## config.mk

```make
export PLATFORM = sky130hd
export DESIGN_NAME = condlogic_pipe
export DESIGN_NICKNAME = d
export VERILOG_FILES = /design/src/rtl/condlogic_pipe.sv
export SDC_FILE = /design/constraint.sdc
export NUM_CORES = 1
export LEC_CHECK = 0
export ABC_AREA = 1
export BUFFER_PORTS_ARGS = -buffer_cell sky130_fd_sc_hd__buf_4
export CELL_PAD_IN_SITES_DETAIL_PLACEMENT = 0
export CELL_PAD_IN_SITES_GLOBAL_PLACEMENT = 2
export CORE_AREA = 2 2 63 65
export DETAILED_ROUTE_END_ITERATION = 8
export DIE_AREA = 0 0 65 67
export MAX_ROUTING_LAYER = met4
export PLACE_DENSITY_LB_ADDON = 0.1
export SLEW_MARGIN = 20
export SYNTH_ARGS = -nofsm -noshare
export SYNTH_HDL_FRONTEND = slang
export SYNTH_HIERARCHICAL = 1
export SYNTH_SLANG_ARGS = --single-unit
```

## constraint.sdc

```tcl
create_clock -name clk -period 2.1 [get_ports clk]
set_clock_uncertainty 0.15 [all_clocks]
set_input_delay 0.42 -clock clk [delete_from_list [all_inputs] [get_ports clk]]
set_output_delay 0.42 -clock clk [all_outputs]
set_load 0.1 [all_outputs]
```

## src/rtl/condlogic_pipe.sv

```systemverilog
// condlogic_pipe: Execute-stage conditional-execution unit.
// Holds the D->E control register, the NZCV flag register and the E->M
// control register, and gates architectural side effects on the condition.

// condcheck: evaluates a 4-bit condition field against {N,Z,C,V}.
module condcheck (
  input  logic [3:0] Cond,
  input  logic [3:0] Flags,
  output logic       CondEx
);
  logic n, z, c, v, ge;

  assign {n, z, c, v} = Flags;
  assign ge           = (n == v);

  // Full decode of the condition field; 1111 is reserved and never passes.
  always_comb begin
    CondEx = 1'b0;
    case (Cond)
      4'b0000: CondEx = z;
      4'b0001: CondEx = ~z;
      4'b0010: CondEx = c;
      4'b0011: CondEx = ~c;
      4'b0100: CondEx = n;
      4'b0101: CondEx = ~n;
      4'b0110: CondEx = v;
      4'b0111: CondEx = ~v;
      4'b1000: CondEx = ~z & c;
      4'b1001: CondEx = z | ~c;
      4'b1010: CondEx = ge;
      4'b1011: CondEx = ~ge;
      4'b1100: CondEx = ~z & ge;
      4'b1101: CondEx = z | ~ge;
      4'b1110: CondEx = 1'b1;
      default: CondEx = 1'b0;
    endcase
  end
endmodule

module condlogic_pipe (
  input  logic       clk,
  input  logic       reset,
  input  logic [3:0] CondD,
  input  logic [1:0] FlagWriteD,
  input  logic       RegWriteD,
  input  logic       MemWriteD,
  input  logic       MemtoRegD,
  input  logic       PCSrcD,
  input  logic       BranchD,
  input  logic       FlushE,
  input  logic [3:0] ALUFlagsE,
  output logic       CondExE,
  output logic       BranchTakenE,
  output logic [3:0] FlagsE,
  output logic       RegWriteM,
  output logic       MemWriteM,
  output logic       MemtoRegM,
  output logic       PCSrcM
);

  // vld marks a slot holding a real decoded instruction; reset and flush
  // clear it so an empty slot never reports a passed condition.
  typedef struct packed {
    logic [3:0] cond;
    logic [1:0] fw;
    logic       rw;
    logic       mw;
    logic       m2r;
    logic       pcs;
    logic       br;
    logic       vld;
  } de_t;

  typedef struct packed {
    logic rw;
    logic mw;
    logic m2r;
    logic pcs;
  } em_t;

  de_t        de_d, de_q;
  em_t        em_d, em_q;
  logic [3:0] flags_d, flags_q;
  logic       cc_pass;

  condcheck u_cc (
    .Cond   (de_q.cond),
    .Flags  (flags_q),
    .CondEx (cc_pass)
  );

  // Condition result depends only on registered state (no ALUFlagsE path).
  assign CondExE      = cc_pass & de_q.vld & (de_q.cond != 4'b1111);
  assign BranchTakenE = de_q.br & CondExE;
  assign FlagsE       = flags_q;
  assign RegWriteM    = em_q.rw;
  assign MemWriteM    = em_q.mw;
  assign MemtoRegM    = em_q.m2r;
  assign PCSrcM       = em_q.pcs;

  // D->E next state: capture Decode controls, or a bubble (AL, no effects).
  always_comb begin
    de_d      = '0;
    de_d.cond = 4'b1110;
    if (!FlushE) begin
      de_d.cond = CondD;
      de_d.fw   = FlagWriteD;
      de_d.rw   = RegWriteD;
      de_d.mw   = MemWriteD;
      de_d.m2r  = MemtoRegD;
      de_d.pcs  = PCSrcD;
      de_d.br   = BranchD;
      de_d.vld  = 1'b1;
    end
  end

  // Flag next state: N,Z and C,V halves update independently on pass.
  always_comb begin
    flags_d = flags_q;
    if (de_q.fw[1] && CondExE) flags_d[3:2] = ALUFlagsE[3:2];
    if (de_q.fw[0] && CondExE) flags_d[1:0] = ALUFlagsE[1:0];
  end

  // E->M next state: architectural writes gated by the condition.
  always_comb begin
    em_d.rw  = de_q.rw  & CondExE;
    em_d.mw  = de_q.mw  & CondExE;
    em_d.pcs = de_q.pcs & CondExE;
    em_d.m2r = de_q.m2r;
  end

  // Pipeline and flag registers; reset empties both stages and clears NZCV.
  always_ff @(posedge clk or posedge reset) begin
    if (reset) begin
      de_q      <= '0;
      de_q.cond <= 4'b1110;
      em_q      <= '0;
      flags_q   <= 4'b0000;
    end else begin
      de_q    <= de_d;
      em_q    <= em_d;
      flags_q <= flags_d;
    end
  end

endmodule

```

Yosys cells after proc, flatten, opt, wreduce, memory -nomap -nowiden
Index checks and enable logic that the tools add are counted.
{ "word_totals": {"ff_bits": 20, "inputBits": 18, "output_inout_bits": 10, "word_cells": 50} }
{ "classes": {"n_eq_ne": 16, "n_mux": 2, "n_bitwise": 15, "reduce_logical": 3} }
{ "op_table": {"columns": ["cell", "n"], "rows": [
  ["== test 4 bit, second input constant", 7],
  ["== test 4 x 3 -> 1 bit, second input constant", 4],
  ["one-hot mux 1 bit (15 select lines)", 1],
  ["2-to-1 mux 12 bit", 1],
  ["AND 1 bit", 8],
  ["== test 4 x 2 -> 1 bit, second input constant", 2],
  ["NOT 1 bit", 5],
  ["== test 4 x 1 -> 1 bit, second input constant", 1],
  ["zero test 4 bit", 1],
  ["!= test 4 bit, second input constant", 1],
  ["logical AND 1 bit", 2],
  ["OR 1 bit", 2],
  ["== test 1 bit", 1]
]} }

Logic depth before layout (Yosys ltp)
{ "logic_depth": {"ltp_word": 7, "mapped_depth": 13, "mapped_depth_nobuf": 13} }

Hierarchy
The synthesis kept the hierarchy.
{ "by_module_without_submodules": {"columns": ["module", "instances", "cells_each", "area_each_um2", "seq_area_each_um2"], "rows": [
  ["condlogic_pipe", 1, 73, 755.7, 504.2],
  ["condcheck", 1, 55, 229.0, 0.0]
]} }

Worst setup path after synthesis
No wires, ideal clock.
{ "synth_path": {"path_kind": "flip-flop to output port", "from": "register flags_q[3] (netlist: FlagsE[3])", "to": "output BranchTakenE", "arrival_time_ns": 3.054, "required_time_ns": 1.530, "setup_slack_ns": -1.524, "stages_incl_launch_ff": 13, "path_buffers": 0, "path_cell_list": "dfrtp_1 > inv_1 > nand2_1 > nand3_1 > nand2_1 > nand2_1 > nand2_1 > nor2_1 > nand2_1 > nand2_1 > inv_2 > nand2_4 > nor2_1"} }
{ "synth_via": {"elab_chain_len": 7, "elab_cells_between_ends": 9, "classes_between": "1 x eq/ne; 1 x mux; 7 x bitwise"} }
{ "synth_lines": {"columns": ["element", "line_no", "rtl"], "rows": [
  ["start, declared", "83", "logic [3:0] flags_d, flags_q;"],
  ["start signal, assigned", "142", "flags_q <= flags_d;"],
  ["== test 1 bit", "14", "assign ge = (n == v);"],
  ["NOT 1 bit", "31, 33", null],
  ["OR 1 bit", "33", "4'b1101: CondEx = z | ~ge;"],
  ["one-hot mux 1 bit (15 select lines) *", "19", "case (Cond)"],
  ["via cc_pass", "84", "logic cc_pass;"],
  ["AND 1 bit * (2 in series)", "93", "assign CondExE = cc_pass & de_q.vld & (de_q.cond != 4'b1111);"],
  ["AND 1 bit *", "94", "assign BranchTakenE = de_q.br & CondExE;"],
  ["end, declared", "53", "output logic BranchTakenE,"]
]} }
Mark *: on every way through the listed nets, which the timed path passes. The rest lies on a longest branch.

Worst setup path in the final report
{ "layout_path": {"from": "register de_q[9] (netlist bit)", "to": "output BranchTakenE"} }
{ "layout_via": {"elab_chain_len": 5, "elab_cells_between_ends": 20, "classes_between": "15 x eq/ne; 1 x mux; 3 x bitwise; 1 x reduce/logical"} }
{ "layout_lines": {"columns": ["element", "line_no", "rtl"], "rows": [
  ["start, declared", "81", "de_t de_d, de_q;"],
  ["== test 4 bit (tied with other cells)", "19", null],
  ["one-hot mux 1 bit (15 select lines) *", "19", null],
  ["via cc_pass", "84", null],
  ["AND 1 bit * (2 in series)", "93", null],
  ["AND 1 bit *", "94", null]
]} }
Marks and branches as above.

==> impl_metrics.json <==
{
  "synthMuxAreaShare": 0,
  "initial_core_util": 0.273,
  "die_x_um": 65,
  "r2r_cells": 13,
  "crit_start": "de_q[9]$_DFF_PP1_",
  "yosys.area.top_type": "dfrtp_1",
  "fp.dieH_um": 67,
  "r2r_setup_slack_ps": 240,
  "yosysTopAreaCellShare": 0.432,
  "crit_end": "BranchTakenE",
  "design_area_sq_um": 1460,
  "synth_ff_type": "dfrtp_1",
  "ys_types": 18,
  "clk_latency_ps": 250,
  "cts_buffers": 3,
  "dr.pass1.iters": 3,
  "wire_per_inst_um": 10.1,
  "switching_share": 0.432,
  "end_kind": "output port",
  "max_freq_mhz": 415,
  "grt_max_degree": 21,
  "p_clk_frac": 0.204,
  "syn_area_sq_um": 985,
  "gp_congestion": 0.828,
  "synth.area.top_cells": "dfrtp_1 (43%), nand2_1 (13%), inv_1 (8.4%), dfstp_2 (8.0%), nor2_1 (8.0%)",
  "clockRootBuffer": "clkbuf_8",
  "vias_per_cell": 4.06,
  "core-area_sq_um": 3610,
  "synth_edf_count": 0,
  "routed-wl-met2_mm": 1.15,
  "diodes": 0,
  "grt.total_usage": 0.119,
  "yosysSeqAreaShare": 0.512,
  "num_rows": 22,
  "grt_antenna_before_repair": 0,
  "ys_ff_latch": 20,
  "synth.most_common_cell": "nand2_1",
  "drive_gt1_frac": 0.438,
  "routed_wl_mm": 2.19,
  "leakage_uw": 0.000783,
  "dieArea_sq_um": 4360,
  "cp-start-kind": "flip-flop",
  "p_int_uw": 813,
  "dp.final_hpwl_mm": 1.72,
  "wl_met3_um": 42,
  "htree_levels": 1,
  "seqPwrFrac": 0.348,
  "fin_ws_ps": -312,
  "preCtsSetupSlack_ps": -171,
  "synthAdderAreaFrac": 0,
  "hold_path.class": "in -> async",
  "slew_violations": 0,
  "grt_overflow": 0,
  "maxUsedRoutingLayer": "met4",
  "powerDensity_nw_per_um2": 983,
  "yosysWarnings": 6,
  "relSlewSlack": 0.503,
  "tightest_slew_ps": 744,
  "grt_pass1_vias": 890,
  "hold_buffers": 0,
  "io_pins": 28,
  "combPwrFrac": 0.448,
  "synthXorXnorAreaFrac": 0,
  "path_class": "reg -> out",
  "violations": "negative setup slack",
  "port_buffers": 27,
  "place_area_sq_um": 1330,
  "timing.rr.start": "de_q[9]$_DFF_PP1_",
  "drc_errors": 0,
  "nets": 188,
  "grt_pass1_wl_mm": 3.85,
  "worst_ep_required_time_ps": 1530,
  "cts_tree": "done",
  "fin_hold_ws_ps": 144,
  "min_period_ps": 2410,
  "p_total_uw": 1430,
  "r2r_end": "MemWriteM$_DFF_PP0_",
  "synth_nets": 146,
  "yosys-top-cells-count": "nand2_1 (33), inv_1 (22), nor2_1 (21)",
  "setup_viol": 2,
  "crit_arrival_ps": 1840,
  "cp_max_fo": 6,
  "outcome": "finished, violations left",
  "vdd_drop_max_uv": 379,
  "clk_pin_slew_ps": 70,
  "syn_to_final_growth_pct": 47.9,
  "cts_buffer_depth": 2,
  "async_flop_share": 1.00,
  "clock-sinks": 20,
  "synth-simple-area-share": 0.363,
  "rsz0062_at_grt": "true",
  "avgSynthCellArea_sq_um": 7.69,
  "final_antenna_net_count": 0,
  "drv_cap": 0,
  "hold_violations": 0,
  "dr_total_vias": 880,
  "synth_top_family_by_area": "simple AND/OR/NAND/NOR gates",
  "drtIter0Drc": 54,
  "fill_cells": 393,
  "met1Wirelength_um": 983,
  "fin_crit_sh": 1.15,
  "p_sw_uw": 619,
  "synth_compound_area_frac": 0.0102,
  "netlist_instances": 128
}
[timing repair]
action                                  4_1_cts  5_1_grt
endpoints found under the setup margin        2        2
pin swaps                                     2        2
buffers inserted                              2        1
gates resized for setup                      12        3
[critical path: stages, from the launching register on]
cell,delay [ps]
dfstp_2,600
buf_4,130
nand3_1,60
nand3_1,90
nand2_1,60
nand2_2,70
nor2_2,40
nand2_1,60
nand2_1,60
inv_2,70
nand2_4,70
nor2_4,100
buf_12,180
[worst min path at each step]
stage | to | depth (start not counted)
floorplan | MemtoRegM$_DFF_PP0_ | 0
global placement | MemtoRegM$_DFF_PP0_ | 0
detailed placement | MemtoRegM$_DFF_PP0_ | 0
CTS | MemtoRegM$_DFF_PP0_ | 2
global route | de_q[11]$_DFF_PP1_ | 2
finish | MemtoRegM$_DFF_PP0_ | 2
[cell usage in the layout (no fill, tap or decap)]
| cell | netlist | routed |
|---|---|---|
| dfrtp_4 | 0 | 4 |
| or2_1 | 1 | 1 |
| clkbuf_8 | 0 | 4 |
| clkinvlp_4 | 0 | 1 |
| inv_2 | 3 | 7 |
| inv_1 | 22 | 17 |
| nand3_1 | 10 | 8 |
| nor2_2 | 0 | 2 |
| nand3_2 | 2 | 4 |
| nor3_1 | 1 | 1 |
| a21oi_1 | 2 | 2 |
| nand4_1 | 4 | 4 |
| nand2_1 | 33 | 30 |
| clkinv_2 | 0 | 1 |
| dfstp_2 | 3 | 3 |
| buf_12 | 0 | 2 |
| buf_4 | 0 | 36 |
| or2_2 | 2 | 2 |
| nand3b_1 | 1 | 1 |
| clkinv_1 | 2 | 1 |
| nand2_4 | 2 | 2 |
| nand2_2 | 1 | 4 |
| nor2_4 | 0 | 2 |
| dfrtp_1 | 17 | 13 |
| nor2_1 | 21 | 17 |
[cell type report]
type | count | area, sq um | share of cell area
Tap cell | 48 | 60.1 | 0.0412
Timing Repair Buffer | 38 | 310 | 0.213
Multi-Input combinational cell | 80 | 405 | 0.278
Clock buffer | 4 | 55.1 | 0.0378
Sequential cell | 20 | 519 | 0.357
Inverter | 27 | 106 | 0.0730
[metal layers]
| metal | up-vias | track usage |
|---|---|---|
| li1 | 464 | - |
| met1 | 403 | 0.133 |
| met2 | 11 | 0.215 |
| met3 | 2 | 0.0152 |
| met4 | 0 | 0.0479 |
| met5 | - | - |
[metrics by stage]
step           setup TNS, ps   util  cells
2_1_floorplan           -516      -    128
3_3_place_gp            -301  0.370    210
3_5_place_dp            -300  0.370    210
4_1_cts                 -635  0.400    216
5_1_grt                 -866  0.404    217
6_report                -619  0.404    217
[power groups by stage]
stage	Sequential [uW]	Clock, uW	Combinational (uW)
after global placement	505	0	622
after global routing	507	323	687
final	498	293	641
after floorplan	751	0	187
after CTS	499	301	644
after detailed placement	506	0	620
[flip-flops by register name, indices dropped and copies added, names as in the netlist]
signal	count
de_q	12
FlagsE	4
MemWriteM	1
MemtoRegM	1
PCSrcM	1
RegWriteM	1
[cell families (layout without fill, tap and decap cells)]
kind of cell	after synthesis	count (layout)
simple gates	78	78
buf+inv	28	69
flops	20	20
compound gates	2	2
Power figures use the tool's default switching activity.
